[src/rtl/tlc_phase_arbiter.sv]
// Four-approach intersection phase scheduler.
// Round-robin hand-off of a single green phase among four approach sensors,
// sequenced through yellow and all-red clearance, with built-in sensor
// synchronizers, pending latches and a shared phase timer.
//
// state   | meaning
// --------+--------------------------------------------------------------
// ALLRED  | every approach red; clearance before the next green
// GREEN   | approach `grant` green; rests here while nobody else waits
// YELLOW  | approach `grant` yellow; all others red
module tlc_phase_arbiter #(
  parameter int unsigned T_ALLRED    = 50000000,
  parameter int unsigned T_YELLOW    = 150000000,
  parameter int unsigned T_MIN_GREEN = 750000000,
  parameter int unsigned T_MAX_GREEN = 1500000000
) (
  input  logic       Clk,
  input  logic       Rst,
  input  logic [3:0] req,
  output logic [7:0] signal,
  output logic [1:0] grant,
  output logic [1:0] state,
  output logic [3:0] pending
);

  typedef enum logic [1:0] {
    ST_ALLRED = 2'b00,
    ST_GREEN  = 2'b01,
    ST_YELLOW = 2'b10
  } phase_e;

  // Terminal counts: the timer runs 0..T-1 inside a phase.
  localparam logic [30:0] ALLRED_TC = 31'(T_ALLRED - 1);
  localparam logic [30:0] YELLOW_TC = 31'(T_YELLOW - 1);
  localparam logic [30:0] MIN_TC    = 31'(T_MIN_GREEN - 1);
  localparam logic [30:0] MAX_TC    = 31'(T_MAX_GREEN - 1);

  phase_e      phase_q;
  phase_e      phase_d;
  logic [30:0] count;
  logic [1:0]  next_grant;
  logic [3:0]  req_m;
  logic [3:0]  req_s;
  logic [3:0]  green_mask;
  logic [3:0]  grant_mask;
  logic        other;
  logic [1:0]  rr_pick;
  logic        rr_found;
  logic [1:0]  rr_idx;

  // Two-flop synchronizer on the raw approach sensors.
  always_ff @(posedge Clk or negedge Rst) begin
    if (!Rst) begin
      req_m <= 4'b0000;
      req_s <= 4'b0000;
    end else begin
      req_m <= req;
      req_s <= req_m;
    end
  end

  // Competing demand and round-robin search starting after the current owner.
  always_comb begin
    grant_mask = 4'b0001 << grant;
    green_mask = (phase_q == ST_GREEN) ? grant_mask : 4'b0000;
    other      = |(pending & ~grant_mask);
    rr_pick    = grant;
    rr_found   = 1'b0;
    rr_idx     = grant;
    for (int k = 1; k < 4; k++) begin
      rr_idx = grant + 2'(k);
      if (!rr_found && pending[rr_idx]) begin
        rr_pick  = rr_idx;
        rr_found = 1'b1;
      end
    end
  end

  // Next-phase decision.
  always_comb begin
    phase_d = phase_q;
    case (phase_q)
      ST_ALLRED: if (count == ALLRED_TC) phase_d = ST_GREEN;
      ST_GREEN:  if (other && ((count >= MIN_TC && !req_s[grant]) || count >= MAX_TC))
                   phase_d = ST_YELLOW;
      ST_YELLOW: if (count == YELLOW_TC) phase_d = ST_ALLRED;
      default:   phase_d = ST_ALLRED;
    endcase
  end

  // Phase register, timer, grant hand-off and pending latches.
  always_ff @(posedge Clk or negedge Rst) begin
    if (!Rst) begin
      phase_q    <= ST_ALLRED;
      count      <= 31'd0;
      grant      <= 2'd0;
      next_grant <= 2'd0;
      pending    <= 4'b0000;
    end else begin
      phase_q <= phase_d;
      if (phase_d != phase_q)
        count <= 31'd0;
      else if (!(phase_q == ST_GREEN && count >= MAX_TC))
        count <= count + 31'd1;
      if (phase_q == ST_ALLRED && phase_d == ST_GREEN)
        grant <= next_grant;
      if (phase_q == ST_GREEN && phase_d == ST_YELLOW)
        next_grant <= rr_pick;
      // Clear wins over set for the approach that is currently green.
      pending <= (pending | req_s) & ~green_mask;
    end
  end

  // Lamp decode from registered phase/grant only.
  always_comb begin
    signal = 8'h55;
    case (phase_q)
      ST_GREEN:  signal[{grant, 1'b0} +: 2] = 2'b11;
      ST_YELLOW: signal[{grant, 1'b0} +: 2] = 2'b10;
      default:   signal = 8'h55;
    endcase
  end

  assign state = phase_q;

endmodule

[config.mk]
export PLATFORM = sky130hd
export DESIGN_NAME = tlc_phase_arbiter
export DESIGN_NICKNAME = d
export VERILOG_FILES = /design/src/rtl/tlc_phase_arbiter.sv
export SDC_FILE = /design/constraint.sdc
export NUM_CORES = 1
export LEC_CHECK = 0
export CAP_MARGIN = 20
export CORE_ASPECT_RATIO = 0.5
export CORE_UTILIZATION = 47
export CTS_CLUSTER_SIZE = 28
export DETAILED_ROUTE_END_ITERATION = 16
export GPL_ROUTABILITY_DRIVEN = 0
export HOLD_SLACK_MARGIN = 0.15
export PLACE_DENSITY_LB_ADDON = 0.1
export SYNTH_ARGS = -nofsm -noshare
export SYNTH_HDL_FRONTEND = slang
export SYNTH_SLANG_ARGS = --single-unit
[constraint.sdc]
create_clock -name Clk -period 5.1 [get_ports Clk]
set_input_delay 1.02 -clock Clk [delete_from_list [all_inputs] [get_ports Clk]]
set_output_delay 1.02 -clock Clk [all_outputs]
set_load 0.02 [all_outputs]
* Word level (Yosys, flattened, before mapping)
Index checks and enable logic that the tools add are counted.
** Word-level totals
- Input bits :: 6
- Memories kept :: 0
- Register bits after elaboration :: 49
- Word-level logic and storage cells :: 74
- ROM bits :: 0
- Memory bits (writable) :: 0
- Latch bits :: 0
- Output and inout port bits :: 16
** Cells by class
- Bitwise operators :: 10
- $add $sub $neg :: 5
- Shift-type cells :: 4
- Equality and inequality tests :: 8
- Reduce and logical (&&, ||, !) cells :: 13
- Mux-type cells :: 21
- Magnitude comparators :: 6
- $mul :: 0
- Divide/modulo/power cells :: 0
** Operator list (number)
- $mux 31 :: 2
- $add 31x1->31 const B :: 1
- $eq 31x26->1 const B :: 1
- $eq 31x28->1 const B :: 1
- $ge 31x30->1 const B :: 1
- $ge 31x31->1 const B :: 1
- $and 4x4->4 :: 4
- $pmux 8 s2 :: 1
- $shiftx 2x5->8 const A :: 2
- $lt 2x3->1 const B :: 4
- $mux 2 :: 6
- $not 4->4 :: 3
- $or 4x4->4 :: 3
- $bmux 1 s2 :: 4
- $shift 2x5->8 const A :: 1
- $logic_and 1x1->1 :: 7
- $mux 1 :: 6
- $pmux 2 s3 :: 1
- $neg 3->5 :: 1
- $add 2x2->2 const B :: 2
- $eq 2x1->1 const B :: 2
- $eq 2x2->1 const B :: 2
- $mux 4 :: 1
- $reduce_or 4->1 :: 1
- other kinds (7) :: 9

* Depth between registers and ports, before layout
- Depth in word-level cells :: 10
- Mapped depth :: 11
- Gate-level depth less buffers :: 9

* Worst setup path before layout
OpenSTA, ideal clock, no wires.
- Kind :: flip-flop to flip-flop
- Start :: reg grant[0]
- End :: reg next_grant[0]
- Clock period less this slack :: 2.535 ns
- Setup time :: 0.128 ns
- Arrival :: 2.408 ns
- Data required time :: 4.972 ns
- Cell stages (with the launch flop) :: 7
- Path slack :: 2.565 ns
- Path buffers :: 1
- Cell sequence :: dfrtp_1 -> buf_6 -> mux4_2 -> or4_4 -> a311oi_2 -> o211ai_2 -> mux2_1
** On the way
- Longest elaborated chain between the ends :: 10
- Elaborated cells on any way between the ends :: 32
- Classes of those cells :: 3 x add/sub; 1 x eq/ne; 1 x shift; 15 x mux; 2 x bitwise; 10 x reduce/logical
** Ends and longest elaborated chain
- start: declaration :: line 21 : output logic [1:0] grant,
- start signal: assignment :: line 106 : grant <= next_grant;
- $add 2x1->2 or $bmux 1 s2 (tied branches) :: line 71, 84
- $bmux 1 s2 or $mux 1 (tied branches) :: line 72, 84
- $mux 1 (not written as such) or $logic_not 1->1 (tied branches) :: line 72, 84
- $mux 1 or $logic_and 1x1->1 (tied branches) :: line 72, 84
- $logic_not 1->1 or $logic_or 1x1->1 (tied branches) :: line 72, 84
- $logic_and 1x1->1, on equally long branches :: line 72, 84
- $mux 1 or $mux 2 (tied branches) :: line 72, 84
- $logic_not 1->1 or $pmux 2 s3 (tied branches) :: line 72, 82
- $logic_and 1x1->1 or $eq 2x2->1 (tied branches) :: line 72, 107
- $mux 2 or $logic_and 1x1->1 (tied branches) :: line 72, 107
- end signal: assignment :: line 108 : next_grant <= rr_pick;
- end: declaration :: line 41 : logic [1:0] next_grant;
Several ways; a longest one is shown, not always the timed one. The select of a mux whose other input is x is not followed.
A chain may end at the register's enable or synchronous reset.

* Worst setup path after layout
- Start :: reg phase_q[0] (netlist: state[0])
- End :: out signal[6]
** On the way
- Longest elaborated chain between the ends :: 2
- Elaborated cells on any way between the ends :: 3
- Classes of those cells :: 2 x eq/ne; 1 x mux
** Ends and longest elaborated chain
- start: declaration :: line 38 : phase_e phase_q;
- start signal: assignment :: line 100 : phase_q <= phase_d;
- $eq 2x2->1 or $eq 2x1->1 (tied branches) :: line 117 : case (phase_q)
- $pmux 8 s2 (*) :: line 117
- end: declaration :: line 20 : output logic [7:0] signal,
Every way passes the cells marked *; elsewhere a longest branch is shown, timed or not.

==> run summary <==
The first global-routing pass estimated 12400 um of wire. The number of flops mapped to enable cells by yosys came out at 0. The logs give 22 for the I/O pin count and 0 ns for the setup total negative slack. The critical-path maximum fanout came out at 10. In this run the tightest slew margin relative to its limit is 33.2%. The tightest hold path in the finished design has a slack of 0.348 ns. Summed over all nets, the half-perimeter wirelength after detailed placement is 4940 um. STA puts the critical path data arrival time at 2.24 ns. The launching point of the worst reg2reg path was count[26]. The proportion of total power due to net switching works out to 19.1%.

The tools report the launch point of the critical path as state[0]. The fill cell total of the finished layout came out at 551. For this run, the slowest stage of the critical path takes 0.65 ns.

The type of the worst min-delay path was reg2reg. STA classifies the critical path endpoint as an output port. In the layout the commonest cells are nor2_1, dfrtp_1, xnor2_1.

The clock sink total is 49. The number of cells produced by synthesis is 349. The number of port buffers was 21; the number of levels in the clock H-tree was 2.

Summed over all layers, the global routing overflow is 0. The transition time at the pin with the least slew margin was 1.00 ns; the flip-flop and latch count after synthesis was 49. The required arrival time at the worst endpoint was 4.08 ns; the area of the die was 7030 um2. Clock latency on the worst-skew pair, taken at its later pin, is 0.29 ns.

Count of endpoints failing setup in the final report: 0. The utilization of the core after routing is 56.8%, and the core outline area is 6260 um2. After synthesis the cells add up to 3140 um2. A synthesized cell averages 8.99 um2. The run finished with clean final reports. The number of cell rows is 20.

The met2 wire length is 3220 um, and the layout-stage area growth over the synthesis result is 13.2%. TritonCTS created 5 clock buffers. In this run, the number of DRC markers left after iteration 0 of detailed routing was 253. The number of instances resized during post-cts repair was 0; the switching power was 152 uW.

The wire length on met3 is 439 um. In this run the static leakage power is 1.44 nW. The synthesized design spends more area on one cell type than any other, namely dfrtp_1. Cells with a size suffix above 1 make up 6.94% of the layout. STA classifies the critical path startpoint as a flop.

For this run, design rule violations remaining after detail routing come to 0. For the total non-filler cell area in the finished layout, the log shows 3550 um2. The smallest clock period supported by the final layout is computed as 3.26 ns. The number of distinct library cell variants in the gate-level netlist after synthesis came out at 59. The total of warnings raised by yosys came out at 0. Counting every net in the synthesized netlist gives 364. The share of total power dissipated in combinational logic is 1.7%. The signal on the critical path passes through inv_1, ha_1, nor2b_1, o21ai_0, clkdlybuf4s50_1.

The setup path with the least slack is of type reg2out. The number of antenna cells inserted is 0. The library cell used most frequently in the layout, excluding fill and tap cells, is nor2_1. TritonCTS built the clock tree. Entering global routing, the biggest net connects 50 pins. The final critical path takes up 63.9% of the cycle.

Derived from the worst setup path, the maximum achievable clock frequency is 307 MHz. The tools report the total global routing track utilization as 22.6%. In this run the register-to-register setup slack is 1.88 ns. The clock transition at the registers of the reported paths is 0.06 ns. The fraction of registers with async set/reset came out at 100%. The die is 59.8 um tall. The routed layout has 2631 vias. The tree is rooted in a clkbuf_16.

The initial antenna violation count is 0. By area the synthesized netlist is led by dfrtp_1, xnor2_1, nor2_1. The tools report the number of max-slew violations in the final report as 0. In this run the deepest clock path goes through 2 buffers. The logs give 50.2% for the effective utilization at floorplan and 7130 um for the routed wire length. Across the routed clock network, the largest skew measured is 0.00474 ns. For the number of endpoints with negative hold slack in the final report, the log shows 0. In the final routed layout, each cell accounts on average for 15.9 um. At the end of the flow, the number of nets in the layout was 374. The logs give 2536 for the via count of the first global-routing pass and 3420 um for the detailed-routing wirelength on met1.

The highest layer touched by signal routing is met4. The clock network burns 48.8% of the power. In this run the remaining antenna-violating nets after routing total 0.

Internal power comes to 641 uW. The number of hold-repair buffers added at the cts stage came out at 0. Before antenna repair, the detailed router went through 5 iterations. Sequential elements use 39.1% of the synthesized area. The power per standard cell area came out at 223 nW/um2. Once placement finished, the instance area stood at 3360 um2.

The tools report the sequential fraction of design power as 49.5%. The run gives 0 as the total setup buffers inserted after CTS. The share of synthesized area in the top cell type comes to 39.1%. The startpoint identified for the worst hold timing path is req_m[0]. On the critical path, the stage with the largest delay is an instance of clkdlybuf4s50_1. The most used flip-flop cell after synthesis is dfrtp_1. Setup repair after global routing left no endpoint under its margin.

The per-cell via count in the routed design came out at 5.87. Max-cap violations in this run came to 0. Measured along the x axis, the die boundary spans 118 um. The tools report the worst vdd rail ir drop as 0.101 mV.
[final timing paths]
path | to | cells after the start
worst max-delay path | signal[6] | 5
worst min register to register | req_s[0] | 0
worst max register to register | count[8] | 7
max in group asynchronous | req_s[2] | 2
min in group asynchronous | count[4] | 1
worst min-delay path | req_s[0] | 0
[synthesized netlist by cell type, types with 5 or more instances]
cell type and n:
nor2_1 55, dfrtp_1 49, xnor2_1 31, nand2_1 23, inv_1 18, nor3_1 14
o21ai_0 13, clkbuf_1 11, nor4_1 11, nand3_1 10, a21oi_1 9, ha_1 9
and2_1 8, a31oi_1 5, and4_1 5, buf_2 5, nand4_1 5, o22ai_1 5
[per-layer routing]
layer | global-route usage [%] | vias up
li1 | - | 1254
met1 | 30.9 | 1286
met2 | 36.7 | 85
met3 | 4.96 | 6
met4 | 6.04 | 0
met5 | 0 | -
[power by group through the flow]
stage | clock [mW] | combinational (mW) | sequential, mW
after floorplan | 0 | 0.000723 | 0.400
final | 0.387 | 0.0133 | 0.393
after global routing | 0.418 | 0.0154 | 0.393
after global placement | 0 | 0.0118 | 0.400
after CTS | 0.397 | 0.0124 | 0.393
after detailed placement | 0 | 0.0124 | 0.400
[cells by family after synthesis]
group           share of synthesized area (%)
simple gates                             24.8
flops                                    39.1
fa+ha+maj                                3.59
buf+inv                                  5.70
mux                                      3.63
compound gates                           14.6
xor+xnor                                 8.65
[worst max-delay path: cells and delay by family (launching register included)]
family          cells  cell delay (ns)
buf+inv             2             0.81
flops               1             0.52
fa+ha+maj           1             0.34
simple gates        1             0.16
compound gates      1             0.12
[cell type report]
type | count | area (um2) | area share, %
clock buffers | 6 | 139 | 3.91
clock inverters | 2 | 37.5 | 1.06
inverters | 18 | 67.6 | 1.90
multi-input cells | 261 | 1730 | 48.8
flip-flops and latches | 49 | 1230 | 34.5
well taps | 88 | 110 | 3.10
repair buffers | 24 | 240 | 6.76
[registers in the layout, summed over array words and instances, names as in the netlist]
register	count
req_m	4
pending	4
state	2
count	31
next_grant	2
req_s	4
grant	2
[per-stage QoR]
stage               setup slack, ns  power (mW)  instances
floorplan                      2.56       0.401        349
global placement               1.97       0.412        439
detailed placement             1.90       0.413        439
CTS                            1.83       0.802        447
global route                   1.64       0.826        448
finish                         1.84       0.793        448
(Power assumes the default switching activity.)
